File: src/rtl/go_cursor_ctrl.sv
// Cursor and move-entry controller for an N x N Go board: skips occupied points
// while moving, validates commits, supports passes and locks between turns.
module go_cursor_ctrl #(
    parameter int                     BOARD_N   = 9,
    parameter int                     COORD_W   = 5,
    parameter bit                     WRAP      = 1'b1,
    parameter logic [2*COORD_W-1:0]   PASS_CODE = '1
) (
    input  logic                             clk_in,
    input  logic                             reset,
    input  logic                             my_turn,
    input  logic                             pass_sw,
    input  logic                             up,
    input  logic                             down,
    input  logic                             left,
    input  logic                             right,
    input  logic                             make_move,
    input  logic [2*BOARD_N*BOARD_N-1:0]     board_flat,
    output logic [2*COORD_W-1:0]             cursor_out,
    output logic                             locked,
    output logic                             move_ready,
    output logic [2*COORD_W-1:0]             move_out,
    output logic                             move_reject
);

    typedef enum logic [1:0] {S_LOCKED, S_IDLE, S_SEEK, S_COMMIT} state_t;
    typedef enum logic [1:0] {D_UP, D_DOWN, D_LEFT, D_RIGHT} dir_t;
    // One extra bit so that -1 and BOARD_N are distinguishable from on-board values.
    typedef logic signed [COORD_W:0] scoord_t;

    localparam scoord_t LAST = scoord_t'(BOARD_N - 1);
    localparam scoord_t ZERO = '0;

    state_t                 state_q, state_d;
    dir_t                   dir_q, dir_d;
    logic                   armed_q, armed_d;
    logic [COORD_W-1:0]     cur_row_q, cur_row_d, cur_col_q, cur_col_d;
    scoord_t                probe_row_q, probe_row_d, probe_col_q, probe_col_d;
    logic [2*COORD_W-1:0]   move_out_q, move_out_d;
    logic                   move_ready_q, move_ready_d;
    logic                   move_reject_q, move_reject_d;
    logic                   locked_q, locked_d;

    scoord_t start_row, start_col, pr_w, pc_w;
    logic    off_board, hit_start, probe_empty, cur_empty;

    function automatic logic is_empty(input logic [2*BOARD_N*BOARD_N-1:0] b,
                                      input int r, input int c);
        int idx;
        idx = r * BOARD_N + c;
        if (idx < 0 || idx >= BOARD_N * BOARD_N) idx = 0;
        return b[2*idx +: 2] == 2'b00;
    endfunction

    function automatic scoord_t step_row(input scoord_t r, input dir_t d);
        case (d)
            D_UP:    return r + scoord_t'(1);
            D_DOWN:  return r - scoord_t'(1);
            default: return r;
        endcase
    endfunction

    function automatic scoord_t step_col(input scoord_t c, input dir_t d);
        case (d)
            D_RIGHT: return c + scoord_t'(1);
            D_LEFT:  return c - scoord_t'(1);
            default: return c;
        endcase
    endfunction

    always_comb begin
        state_d       = state_q;
        dir_d         = dir_q;
        armed_d       = armed_q;
        cur_row_d     = cur_row_q;
        cur_col_d     = cur_col_q;
        probe_row_d   = probe_row_q;
        probe_col_d   = probe_col_q;
        move_out_d    = move_out_q;
        move_ready_d  = 1'b0;
        move_reject_d = 1'b0;

        start_row = scoord_t'({1'b0, cur_row_q});
        start_col = scoord_t'({1'b0, cur_col_q});

        pr_w = probe_row_q;
        pc_w = probe_col_q;
        if (probe_row_q < ZERO)      pr_w = LAST;
        else if (probe_row_q > LAST) pr_w = ZERO;
        if (probe_col_q < ZERO)      pc_w = LAST;
        else if (probe_col_q > LAST) pc_w = ZERO;

        off_board   = (probe_row_q < ZERO) || (probe_row_q > LAST) ||
                      (probe_col_q < ZERO) || (probe_col_q > LAST);
        hit_start   = (pr_w == start_row) && (pc_w == start_col);
        probe_empty = is_empty(board_flat, int'(pr_w), int'(pc_w));
        cur_empty   = is_empty(board_flat, int'(cur_row_q), int'(cur_col_q));

        case (state_q)
            S_LOCKED: begin
                if (my_turn && armed_q) begin
                    state_d = S_IDLE;
                    armed_d = 1'b0;
                end
            end
            S_IDLE: begin
                if (make_move) begin
                    if (pass_sw) begin
                        state_d      = S_COMMIT;
                        move_out_d   = PASS_CODE;
                        move_ready_d = 1'b1;
                    end else if (cur_empty) begin
                        state_d      = S_COMMIT;
                        move_out_d   = {cur_row_q, cur_col_q};
                        move_ready_d = 1'b1;
                    end else begin
                        move_reject_d = 1'b1;
                    end
                end else if (up || down || left || right) begin
                    if (up)        dir_d = D_UP;
                    else if (down) dir_d = D_DOWN;
                    else if (left) dir_d = D_LEFT;
                    else           dir_d = D_RIGHT;
                    probe_row_d = step_row(start_row, dir_d);
                    probe_col_d = step_col(start_col, dir_d);
                    state_d     = S_SEEK;
                end
            end
            S_SEEK: begin
                if (off_board && !WRAP) begin
                    state_d = S_IDLE;
                end else if (hit_start) begin
                    state_d = S_IDLE;
                end else if (probe_empty) begin
                    cur_row_d = pr_w[COORD_W-1:0];
                    cur_col_d = pc_w[COORD_W-1:0];
                    state_d   = S_IDLE;
                end else begin
                    probe_row_d = step_row(pr_w, dir_q);
                    probe_col_d = step_col(pc_w, dir_q);
                end
            end
            default: begin
                state_d = S_LOCKED;
                armed_d = 1'b0;
            end
        endcase

        // Losing the turn overrides everything still pending this cycle.
        if (!my_turn) begin
            state_d       = S_LOCKED;
            armed_d       = 1'b1;
            cur_row_d     = cur_row_q;
            cur_col_d     = cur_col_q;
            move_out_d    = move_out_q;
            move_ready_d  = 1'b0;
            move_reject_d = 1'b0;
        end

        locked_d = (state_d == S_LOCKED);
    end

    always_ff @(posedge clk_in) begin
        if (reset) begin
            state_q       <= S_LOCKED;
            dir_q         <= D_UP;
            armed_q       <= 1'b1;
            cur_row_q     <= '0;
            cur_col_q     <= '0;
            probe_row_q   <= '0;
            probe_col_q   <= '0;
            move_out_q    <= '0;
            move_ready_q  <= 1'b0;
            move_reject_q <= 1'b0;
            locked_q      <= 1'b1;
        end else begin
            state_q       <= state_d;
            dir_q         <= dir_d;
            armed_q       <= armed_d;
            cur_row_q     <= cur_row_d;
            cur_col_q     <= cur_col_d;
            probe_row_q   <= probe_row_d;
            probe_col_q   <= probe_col_d;
            move_out_q    <= move_out_d;
            move_ready_q  <= move_ready_d;
            move_reject_q <= move_reject_d;
            locked_q      <= locked_d;
        end
    end

    assign cursor_out  = {cur_row_q, cur_col_q};
    assign locked      = locked_q;
    assign move_ready  = move_ready_q;
    assign move_out    = move_out_q;
    assign move_reject = move_reject_q;

endmodule
File: config.mk
export PLATFORM = sky130hd
export DESIGN_NAME = go_cursor_ctrl
export DESIGN_NICKNAME = d
export VERILOG_FILES = /design/src/rtl/go_cursor_ctrl.sv
export SDC_FILE = /design/constraint.sdc
export NUM_CORES = 1
export LEC_CHECK = 0
export CAP_MARGIN = 20
export CORE_AREA = 4 4 98 146
export CTS_CLUSTER_DIAMETER = 60
export CTS_CLUSTER_SIZE = 28
export DETAILED_ROUTE_END_ITERATION = 12
export DIE_AREA = 0 0 102 150
export PLACE_DENSITY = 0.9
export SETUP_SLACK_MARGIN = 0.3
export SLEW_MARGIN = 20
export SYNTH_ARGS = -nofsm -noshare
export SYNTH_HDL_FRONTEND = slang
export SYNTH_SLANG_ARGS = --single-unit
File: constraint.sdc
create_clock -name clk_in -period 13.13 [get_ports clk_in]
set_input_delay 1.313 -clock clk_in [delete_from_list [all_inputs] [get_ports clk_in]]
set_output_delay 1.313 -clock clk_in [all_outputs]
set_load 0.01 [all_outputs]
==> results.cfg <==
[synth]
synthAdderAreaFrac_pct = 11.4
synth_top_family_by_area = compound AO/OA/AOI/OAI gates
yosysSeqAreaShare_pct = 11.6
yosys.area.top_type = dfxtp_1
syn-cell-area_um2 = 6880
ys_types = 97
synth_area_per_cell_um2 = 7.60
ys.warnings.count = 0
async_flop_share_pct = 0
synth.most_common_cell = a21oi_1
synth_edf_count = 0
syn_inst = 905
synthTopCellsByCount = 77 x a21oi_1, 68 x nand2_1, 67 x nor2_1
synth.area.mux_share_pct = 12.3
synthFlopType = dfxtp_1
synthTopCellsByArea = dfxtp_1 12%, ha_1 8.7%, mux2i_1 6.6%
synth_top_area_share_pct = 11.6
synth_compound_area_share_pct = 34.8
ys_ff_latch = 40
synth-simple-area-share_pct = 19.3
synth_xor_area_share_pct = 4.55

[power]
p_leak_nw = 3.49
vdd_drop_max_uv = 64.4
p_int_mw = 0.321
p_seq_share_pct = 25.6
p_clk_share_pct = 28.8
p_sw_mw = 0.176
power_switching_share_pct = 35.5
power.density_nw_per_um2 = 55.1
combPwrFrac_pct = 45.6

[timing]
setup-violations-final = 0
report.final.slew_viol_count = 0
worstMarginPinSlew_ns = 1.15
hold_viol = 0
fin_crit_ns = 7.02
fin_tns_setup_ns = 0
fin_crit_sh_pct = 53.5
relSlewSlack_pct = 22.9
fin_skew_ns = 0.00387
fmax_mhz = 142
rsz0062_at_grt = no

[layout]
drive_gt1_share_pct = 8.00
post-route-util_pct = 69.3
num_antenna_cells = 0
syn_to_final_growth_pct = 31.1
fill_cells = 1110
stdcell_count = 1221
nNetsFinal = 1289

[clock_tree]
cts_sinks = 40
clock_latency_ns = 0.29
cts_buffers = 5
htree_levels = 2
cts_buffer_depth = 2
cts_setup_buffers = 0
cts-root-buf = clkbuf_16
cts_resized = 0
cts_tree = built
cts_hold_repair.buffers = 0
path_clk_slew_ns = 0.06

[global_route]
grt_use_met1_pct = 40.6
grt_pass1_vias = 8249
antenna_found_initial = 0
grt_use_met2_pct = 63.2
grt_max_degree = 60
grt_use_met3_pct = 6.67
grt_pass1_wl_um = 44400
grt-busiest-layer = met2
globalRouteOverflowTotal = 0
track_usage_pct = 37.4

[die]
start_util_pct = 52.8
die_w_um = 102
num_io_pins = 194
die_area_um2 = 15300
rows = 51
die_y_um = 150
core_area_um2 = 13000

[setup_path]
rrSetupSlack_ns = 6.11
critPathRequiredTime_ns = 13.29
cp_common_cell = ha_1
cpMaxStageDelayCell = nor2_1
crit_start = probe_row_q[4]
reg2reg_to = cur_col_q[1]
reg2reg_from = probe_row_q[4]
r2r_cells = 17
path_cells = nor4_1, a21o_1, ha_1, ha_1, ha_1, fa_1, or4_1, a32o_1, o211a_4, nor2_1, mux2i_1, o2111ai_1, and4_1, or3_1, o21ai_1, mux2i_1, nor2_1
cp-end-kind = flip-flop
path_class = reg -> reg
crit_path_max_fanout = 16
critPathArrivalTime_ns = 7.18
slowest_delay_ns = 0.89
critPathLaunchType = flip-flop

[placed_design]
dp.final_hpwl_um = 22800
portBuffers = 193
dp.cells = 1213
gp_congestion = 1.01

[hold_path]
hold_start = armed_q
min_to = armed_q
min_path_type = reg -> reg
whs_path_depth = 2

[drt]
drt_iter0_drc = 864
via_per_inst = 6.96
drc_errors = 0
wirelength_um = 28900
wl_per_cell_um = 23.7
ant_nets = 0
vias = 8502
firstDrtPassIters = 8

[status]
status = complete, no violations

[flow_run]
maxCapViolations = 0
==> cell type report <==
cell class | count | area (µm²) | area share [%]
multi-input combinational | 767 | 5680 | 63.0
timing repair buffer | 202 | 2000 | 22.2
sequential | 40 | 801 | 8.88
tap | 159 | 199 | 2.21
inverter | 45 | 169 | 1.87
clock buffer | 5 | 125 | 1.39
clock inverter | 3 | 42.5 | 0.472
==> worst max-delay path: cells and delay by family, from the launching register on <==
family                   cells  cell delay, ns
multiplexers                 2            0.64
adder cells (fa/ha/maj)      4            1.65
AO/OA/AOI/OAI                5            1.82
AND/OR/NAND/NOR              6            2.46
flip-flops                   1            0.32
==> per-layer routing <==
| layer | part of all wire [%] | vias up |
|---|---|---|
| li1 | - | 3790 |
| met1 | 33 | 3923 |
| met2 | 48 | 633 |
| met3 | 10 | 156 |
| met4 | 8.9 | 0 |
| met5 | 0 | - |
==> cell usage in the layout (no fill, tap or decap), types with 11 or more instances in the layout <==
cell type          n
nand3_1           25
inv_1             41
o21ai_0           45
a21o_1            15
clkdlybuf4s50_1  193
dfxtp_1           40
o21ai_1           17
mux2_2            12
a21oi_1           76
a31oi_1           20
a211oi_1          13
mux4_2            11
mux2i_1           45
ha_1              46
o211ai_1          22
nor2b_1           16
nand2_1           68
nor2_1            67
nor3_1            32
xnor2_1           23
a211oi_2          11
==> sequential cells by signal, indices dropped and copies added (netlist names) <==
register	count
move_ready	1
move_reject	1
move_out	10
armed_q	1
probe_row_q	6
state_q	2
dir_q	2
probe_col_q	6
cur_row_q	5
cur_col_q	5
locked	1
==> worst max-delay path by stage <==
| stage | slack, ns | depth (start not counted) | to |
|---|---|---|---|
| floorplan | 7.92 | 19 | probe_col_q[5] |
| global placement | 6.61 | 17 | cur_row_q[0] |
| detailed placement | 6.37 | 17 | cur_col_q[2] |
| CTS | 6.26 | 17 | cur_col_q[1] |
| global route | 5.84 | 17 | cur_col_q[1] |
| finish | 6.11 | 17 | cur_col_q[1] |
==> stage by stage <==
step | power [mW] | area, µm² | hold WS (ns) | worst slack, ns
floorplan | 0.250 | 6890 | 0.421 | 7.92
global placement | 0.346 | 8840 | 0.433 | 6.61
detailed placement | 0.349 | 8840 | 0.446 | 6.37
CTS | 0.491 | 9010 | 0.456 | 6.26
global route | 0.515 | 9010 | 0.475 | 5.84
finish | 0.497 | 9010 | 0.453 | 6.11
==> power by group through the flow <==
stage / Clock [mW] / Combinational (mW) / Sequential [mW]
after floorplan: 0 / 0.120 / 0.130
after global placement: 0 / 0.216 / 0.130
after detailed placement: 0 / 0.219 / 0.130
after CTS: 0.143 / 0.220 / 0.127
after global routing: 0.148 / 0.240 / 0.128
final: 0.143 / 0.226 / 0.127
==> cell families (layout without fill, tap and decap cells) <==
kind of cell             after synthesis  in the layout
other                                  1              4
adder cells (fa/ha/maj)               57             57
flip-flops                            40             40
multiplexers                          69             69
buffers and inverters                101            255
XOR/XNOR                              34             34
AO/OA/AOI/OAI                        332            332
AND/OR/NAND/NOR                      271            271
(Power assumes the default switching activity.)
